File: src/rtl/l1_bus_arbiter_pkg.sv
// Shared types and constants for the L1 bus arbiter.
// State, owner and bus direction encodings plus burst length.
package l1_bus_arbiter_pkg;

  localparam int BURST_BEATS = 4;

  typedef enum logic [1:0] {
    IDLE  = 2'b00,
    BURST = 2'b01,
    DONE  = 2'b10
  } state_t;

  typedef enum logic {
    OWN_I = 1'b0,
    OWN_D = 1'b1
  } owner_t;

  localparam logic BUS_RD = 1'b1;
  localparam logic BUS_WR = 1'b0;

endpackage

File: src/rtl/l1_bus_arbiter_beat_cnt.sv
// Saturating 3-bit beat counter with clear, increment and full flag.
// Holds at BURST_BEATS; never wraps.
module l1_arb_beat_cnt
  import l1_bus_arbiter_pkg::*;
(
  input  logic       clk,
  input  logic       rst_n,
  input  logic       clr,
  input  logic       inc,
  output logic [2:0] cnt,
  output logic       full
);

  assign full = (cnt == 3'(BURST_BEATS));

  always_ff @(posedge clk or negedge rst_n) begin
    if (!rst_n) begin
      cnt <= '0;
    end else if (clr) begin
      cnt <= '0;
    end else if (inc && !full) begin
      cnt <= cnt + 3'd1;
    end
  end

endmodule

File: src/rtl/l1_bus_arbiter.sv
// L1I/L1D burst arbiter for the shared cache-to-bus port.
// L1_ARB_ROUND_ROBIN_EN selects round-robin ties; else D beats I.
module l1_bus_arbiter
  import l1_bus_arbiter_pkg::*;
(
  input  logic        clk,
  input  logic        rst_n,
  input  logic        i_req,
  input  logic [31:0] i_addr,
  output logic        i_gnt,
  output logic        i_rvalid,
  output logic [31:0] i_rdata,
  output logic        i_done,
  input  logic        d_req,
  input  logic        d_we,
  input  logic [31:0] d_addr,
  input  logic [31:0] d_wdata,
  output logic        d_wready,
  output logic        d_gnt,
  output logic        d_rvalid,
  output logic [31:0] d_rdata,
  output logic        d_done,
  output logic        bus_valid,
  output logic        bus_rw,
  output logic [31:0] bus_addr,
  output logic [31:0] bus_wdata,
  input  logic        bus_ready,
  input  logic        bus_rvalid,
  input  logic [31:0] bus_rdata
);

  state_t      state, state_nx;
  owner_t      owner, pick;
  logic        rd;
  logic [27:0] base;

  logic [2:0]  iss, ret;
  logic        iss_full, ret_full;
  logic        cnt_clr, inc_iss, inc_ret;
  logic        iss_end, ret_end;
  logic        in_burst, wr_act;
  logic        unused_lo;

  assign unused_lo = ^{i_addr[3:0], d_addr[3:0]};

`ifdef L1_ARB_ROUND_ROBIN_EN
  owner_t last;

  always_ff @(posedge clk or negedge rst_n) begin
    if (!rst_n) begin
      last <= OWN_D;
    end else if (state == DONE) begin
      last <= owner;
    end
  end

  always_comb begin
    pick = OWN_I;
    if (i_req && d_req) begin
      pick = (last == OWN_D) ? OWN_I : OWN_D;
    end else if (d_req) begin
      pick = OWN_D;
    end
  end
`else
  always_comb begin
    pick = OWN_I;
    if (d_req) begin
      pick = OWN_D;
    end
  end
`endif

  l1_arb_beat_cnt u_iss (
    .clk   (clk),
    .rst_n (rst_n),
    .clr   (cnt_clr),
    .inc   (inc_iss),
    .cnt   (iss),
    .full  (iss_full)
  );

  l1_arb_beat_cnt u_ret (
    .clk   (clk),
    .rst_n (rst_n),
    .clr   (cnt_clr),
    .inc   (inc_ret),
    .cnt   (ret),
    .full  (ret_full)
  );

  assign in_burst = (state == BURST);
  assign cnt_clr  = (state == IDLE);
  assign bus_valid = in_burst && !iss_full;
  assign inc_iss  = bus_valid && bus_ready;
  assign inc_ret  = in_burst && rd && bus_rvalid && !ret_full;
  assign wr_act   = bus_valid && !rd;

  // Count the beat landing this cycle so DONE follows the last beat directly
  assign iss_end = iss_full ||
                   (iss == 3'(BURST_BEATS - 1) && inc_iss);
  assign ret_end = ret_full ||
                   (ret == 3'(BURST_BEATS - 1) && inc_ret);

  always_ff @(posedge clk or negedge rst_n) begin
    if (!rst_n) begin
      state <= IDLE;
    end else begin
      state <= state_nx;
    end
  end

  always_comb begin
    state_nx = state;
    unique case (state)
      IDLE: begin
        if (i_req || d_req) state_nx = BURST;
      end
      BURST: begin
        if (iss_end && (!rd || ret_end)) state_nx = DONE;
      end
      DONE: state_nx = IDLE;
      default: state_nx = IDLE;
    endcase
  end

  always_ff @(posedge clk or negedge rst_n) begin
    if (!rst_n) begin
      owner <= OWN_I;
      rd    <= 1'b0;
      base  <= '0;
    end else if (state == IDLE && (i_req || d_req)) begin
      owner <= pick;
      rd    <= (pick == OWN_I) ? 1'b1 : !d_we;
      base  <= (pick == OWN_I) ? i_addr[31:4] : d_addr[31:4];
    end
  end

  assign bus_rw    = in_burst ? (rd ? BUS_RD : BUS_WR) : 1'b0;
  assign bus_addr  = in_burst ? {base, iss[1:0], 2'b00} : '0;
  assign bus_wdata = wr_act ? d_wdata : '0;
  assign d_wready  = wr_act && bus_ready;

  assign i_gnt    = (state != IDLE) && (owner == OWN_I);
  assign d_gnt    = (state != IDLE) && (owner == OWN_D);
  assign i_done   = (state == DONE) && (owner == OWN_I);
  assign d_done   = (state == DONE) && (owner == OWN_D);
  assign i_rvalid = inc_ret && (owner == OWN_I);
  assign d_rvalid = inc_ret && (owner == OWN_D);
  assign i_rdata  = i_rvalid ? bus_rdata : '0;
  assign d_rdata  = d_rvalid ? bus_rdata : '0;

endmodule

File: config.mk
export PLATFORM = sky130hd
export DESIGN_NAME = l1_bus_arbiter
export DESIGN_NICKNAME = d
export VERILOG_FILES = /design/src/rtl/l1_bus_arbiter_pkg.sv /design/src/rtl/l1_bus_arbiter_beat_cnt.sv /design/src/rtl/l1_bus_arbiter.sv
export SDC_FILE = /design/constraint.sdc
export NUM_CORES = 1
export LEC_CHECK = 0
export BUFFER_PORTS_ARGS = -buffer_cell sky130_fd_sc_hd__buf_2
export CORE_AREA = 2 2 106 108
export DETAILED_ROUTE_END_ITERATION = 8
export DIE_AREA = 0 0 108 110
export GPL_TIMING_DRIVEN = 0
export HOLD_SLACK_MARGIN = 0.02
export PLACE_DENSITY = 0.66
export SYNTH_ARGS = -nofsm -noshare
export SYNTH_HDL_FRONTEND = slang
export SYNTH_SLANG_ARGS = --single-unit
File: constraint.sdc
create_clock -name clk -period 1.8 [get_ports clk]
set_clock_uncertainty 0.15 [all_clocks]
set_input_delay 0.18 -clock clk [delete_from_list [all_inputs] [get_ports clk]]
set_output_delay 0.18 -clock clk [all_outputs]
set_load 0.03 [all_outputs]
== Word-level counts from Yosys, hierarchy flattened ==
Cells that the tools add are included.
Operators by class
  magnitude comparators: 0
  multiplexer cells: 16
  $mul: 0
  bitwise logic cells: 1
  reduce and logical (&&, ||, !) cells: 32
  $add $sub $neg: 2
  shift operators: 0
  eq/ne operators: 8
  divide/modulo/power cells: 0
Operators with widths (count)
  $mux W32: 4
  $mux W28: 1
  $logic_and A1 B1 Y1: 19
  $mux W3: 4
  $add A3 B1 Y3 const B: 2
  $eq A3 B2 Y1 const B: 2
  $eq A3 B3 Y1 const B: 2
  $reduce_bool A2 Y1: 3
  $logic_not A1 Y1: 4
  $logic_or A1 B1 Y1: 4
  $mux W1: 4
  $mux W2: 2
  $ne A2 B1 Y1 const B: 2
  $pmux W2 S2: 1
  $eq A2 B1 Y1 const B: 1
  $eq A2 B2 Y1 const B: 1
  $logic_not A2 Y1: 1
  $reduce_and A2 Y1: 1
  $not A1 Y1: 1
Word-level totals
  bits in writable memories: 0
  memories: 0
  register bits: 38
  bits of input ports: 135
  output and inout bits: 137
  bits in read-only memories: 0
  latch bits: 0

== Depth between registers and ports, before layout ==
  word-level depth: 10
  gate-level depth with buffers: 6
  gate-level depth less buffers: 5

== By module ==
From an unflattened synthesis, not the netlist that was laid out.
Second synthesis, totals
  cells, all modules: 303
  area total of the unflattened synthesis: 3067.9 um^2
Modules (own cells, without submodules)
  l1_bus_arbiter: cells each 267, times used 1, area each 2682.6 um^2
  l1_arb_beat_cnt: cells each 18, times used 2, area each 192.7 um^2

== Least setup slack after synthesis ==
OpenSTA, ideal clock, no wires.
  path kind: register to output
  start point: register u_ret.cnt[0]
  end point: output port d_rdata[0]
  path slack: -0.041 ns
  arrival time: 1.511 ns
  stages on the path, launching flop included: 7
  cell sequence: dfrtp_1 -> inv_1 -> ha_1 -> a21bo_2 -> nor3_4 -> buf_6 -> and2_1
On the way
  cells in the longest elaborated chain, start to end: 5
Ends and longest elaborated chain
  from (decl): RTL line l1_bus_arbiter_beat_cnt.sv:10  | output logic [2:0] cnt,
  from (signal assigned): RTL line l1_bus_arbiter_beat_cnt.sv:22  | cnt <= cnt + 3'd1;
  $eq A3 B3 Y1: RTL line l1_bus_arbiter_beat_cnt.sv:14  | assign full = (cnt == 3'(BURST_BEATS));
  $logic_not A1 Y1: RTL line l1_bus_arbiter.sv:96  | assign inc_ret = in_burst && rd && bus_rvalid && !ret_full;
  $logic_and A1 B1 Y1: RTL line l1_bus_arbiter.sv:96
  $logic_and A1 B1 Y1: RTL line l1_bus_arbiter.sv:149  | assign d_rvalid = inc_ret && (owner == OWN_D);
  $mux W32: RTL line l1_bus_arbiter.sv:151  | assign d_rdata = d_rvalid ? bus_rdata : '0;
  to (decl): RTL line l1_bus_arbiter.sv:21  | output logic [31:0] d_rdata,
Every way passes these cells.

== Worst setup path in the final report ==
  start point: register u_ret.cnt[0]
  end point: output port i_rdata[26]
On the way
  cells in the longest elaborated chain, start to end: 5
Ends and longest elaborated chain
  $eq A3 B3 Y1: RTL line l1_bus_arbiter_beat_cnt.sv:14
  $logic_not A1 Y1: RTL line l1_bus_arbiter.sv:96
  $logic_and A1 B1 Y1: RTL line l1_bus_arbiter.sv:96
  $logic_and A1 B1 Y1: RTL line l1_bus_arbiter.sv:148  | assign i_rvalid = inc_ret && (owner == OWN_I);
  $mux W32: RTL line l1_bus_arbiter.sv:150  | assign i_rdata = i_rvalid ? bus_rdata : '0;
  to (decl): RTL line l1_bus_arbiter.sv:12  | output logic [31:0] i_rdata,
Every way passes these cells.

==> summary.txt <==
Final Hold Vio Count: 0
Max-Cap Viols: 0
Clock latency on the worst-skew pair: 0.28 ns
Crit-path max cell delay: 0.35 ns
Post-DP HPWL: 8290 µm
N_diodes: 0
Adder-Cell Fraction of Synth Area: 2.52%
Peak VDD IR: 1.10 mV
R2r startpoint: state[1]
Fin Hold WS: 0.0872 ns
CP Class: flop to output port
CP delay by family, top: buffers and inverters
Static Leak: 0.00317 µW
Routed via count: 3315
Core area: 10700 µm²
Syn_area_per_cell: 10.0 µm²
Synth warn: 0
Die Area: 11900 µm²
Failing checks: negative setup slack
Number of CTS-inserted buffers: 5
Clock Sinks: 38
First-pass iteration count of the detailed router: 4
Vias in the first global route: 3516
Pin count of the biggest net entering global routing: 39
Max Fanout on Critical Path: 8
Final worst path period need: 2.14 ns
CP Launch Type: flop
Worst Setup SP: u_ret.cnt[0]
Multiplexer share of the synthesized area: 22.9%
First-pass GRT wire length: 17100 µm
DRT antenna net count: 0
Post-Synth XOR/XNOR Area: 0%
DIE WIDTH: 108 µm
Share of layout cells above drive strength 1: 86.9%
FF-to-FF End: state[1]
I/O Buffers: 261
Slowest-stage cell, CP: dfrtp_1
Post-Route WL: 12000 µm
Routed WL per cell: 16.2 µm
GR Overflow Total: 0
Worst Path Arrival: 1.81 ns
#FFs+latches synth: 38
Worst-Margin Slew: 0.870 ns
Hold depth: 3
Relative slew slack: 42.0%
Antenna violations before repair: 0
Setup violators final: 127
Clk pin slew, worst setup/hold paths: 0.08 ns
Worst path depth: 8
Final Cycle Share: 119%
FF-to-FF path depth: 9
Initial Util: 27.8%
TritonCTS clock tree: yes
Worst Setup EP: i_rdata[26]
All-Layer GR Usage: 18.2%
Layout area overhead: 107%
RSZ-0062 raised after global routing: true
Row cnt: 38
R2r setup slk: 0.06 ns
Leading area contributor after synthesis: dfrtp_1
Top cell type's share of synthesized area: 31.9%
Critical Path Sink Type: output port
Chip height: 110 µm
Simple logic cell fraction of the synthesized area: 33.8%
Min-delay worst type: primary input to flop
Cell chain of the critical path: inv_1 > ha_4 > a21bo_4 > nor3_4 > buf_12 > clkbuf_16 > and2_4 > buf_6
Required time worst endpoint: 1.47 ns
GPL Wtd Cong: 0.802
Via-per-instance ratio: 4.50
FMAX: 468 MHz
Mapped Cells: 297
Clk root buf: clkbuf_8
I/O pin cnt: 272
Dominant combinational cell family by area after synthesis: simple AND/OR/NAND/NOR gates
Sequential share of the synthesized area: 31.9%
Starting DRT DRC Count: 116
H-tree Lvls: 2
Worst slack at placement: -0.262 ns
Final worst setup slack: -0.336 ns
Slew Limit Fails: 0
Run status: finished with violations
Compound-cell area share of the yosys netlist: 2.06%
Max clock buf depth: 2
Layout net count: 738
Top post-synthesis cells by area: dfrtp_1, mux2_2, and2_1
Worst Path Buf+Inv: 4
PD cells: 1840 nW/µm²
DRC: 0
Synth Cell Area: 2980 µm²
Cell variety after synth: 33
-- Yosys cell counts (all sizes together) --
| cell | number |
|---|---|
| and2 | 124 |
| mux2 | 57 |
| dfrtp | 38 |
| buf | 18 |
| inv | 10 |
| nand2 | 8 |
| nor2 | 8 |
| ha | 6 |
| mux2i | 4 |
| nand3 | 3 |
| a21oi | 2 |
| and3 | 2 |
| clkbuf | 2 |
| nor3 | 2 |
| nor3b | 2 |
| a211oi | 1 |
| a21bo | 1 |
| a22o | 1 |
| a22oi | 1 |
| a32oi | 1 |
| conb | 1 |
| nand3b | 1 |
| nor2b | 1 |
| o21ai | 1 |
| or2 | 1 |
| or2b | 1 |
-- metal layers --
layer,GRT usage [%],share of wire (%),up-vias
li1,-,-,1557
met1,18.4,34,1573
met2,36.9,56,167
met3,3.94,7.2,18
met4,5.77,2.5,0
met5,0,0,-
-- logic make-up (layout without fill, tap and decap cells) --
family                     after synthesis  after routing
DFF                                     38             38
muxes                                   61             61
and+or+nand+nor                        153            153
AOI/OAI and AO/OA                        8              8
buffers and inverters                   30            329
adders and majority gates                6              6
other                                    1              2
-- sequential cells by signal, summed over array words and instances, names as in the netlist --
| register | cells |
|---|---|
| rd | 1 |
| u_ret.cnt | 3 |
| base | 28 |
| u_iss.cnt | 3 |
| owner | 1 |
| state | 2 |
-- how the worst min path moves through the flow --
stage,startpoint,endpoint,slack (ns)
final,bus_ready,u_iss.cnt[0],0.09
after global placement,rst_n,base[14],0.19
after CTS,bus_ready,u_iss.cnt[0],0.08
after detailed placement,rst_n,base[11],0.20
after global routing,bus_ready,u_iss.cnt[0],0.08
after floorplan,rst_n,base[0],-0.27
-- through the flow --
stage	setup TNS [ns]	power (µW)	instances	utilization (%)	area, µm²
after CTS	-33.63	10600	727	55.0	5880
after global routing	-41.50	11900	737	57.7	6170
after detailed placement	-15.74	7340	699	42.2	4510
after global placement	-12.54	7240	699	42.2	4510
final	-31.03	11400	737	57.7	6170
after floorplan	-0.555	5720	298	-	3030
-- cell type report --
type | instances | area [µm²]
buffer | 18 | 188
clock buffer | 6 | 82.6
clock inverter | 1 | 30.0
fill | 889 | 4520
inverter | 10 | 37.5
multi-input combinational | 230 | 2160
sequential | 38 | 955
tap | 140 | 175
timing repair buffer | 294 | 2550
-- placed cells by master (no fill, tap or decap), types with 2 or more instances in the layout --
master           n
nand2_1          7
mux2i_1          4
nor2_1           5
buf_12           3
and2_4         105
and2_1           2
dfrtp_1         35
ha_4             2
buf_8           12
inv_1            7
ha_1             4
buf_6          140
buf_2          134
dlygate4sd3_1    2
mux2_2          57
and2_2          17
inv_2            3
nor2_4           3
nor3_4           2
nor3b_1          2
clkbuf_16        3
buf_4           16
dfrtp_2          3
conb_1           2
clkbuf_8         6
-- timing repair --
action / in CTS / in global routing
endpoints found under the hold margin: 39 / 0
setup buffers: 14 / 9
resized for setup: 349 / 73
cloned: 6 / 3
pin swaps: 55 / 48
hold buffers: 2 / 0
setup endpoints to repair: 127 / 130
-- worst reg2reg max path: cells and delay by family, from the launching register on --
kind / cells / cell delay [ns]
buffers and inverters: 6 / 0.68
AND/OR/NAND/NOR: 3 / 0.34
flip-flops: 1 / 0.46
-- report_power, final --
group | switching, µW | leakage, µW | internal, µW | total, µW
Combinational | 4330 | 0.00266 | 4700 | 9030
Sequential | 299 | 0.000447 | 1290 | 1590
Clock | 299 | 0.0000573 | 444 | 742
Note: power is estimated with default switching activity, not from simulation.
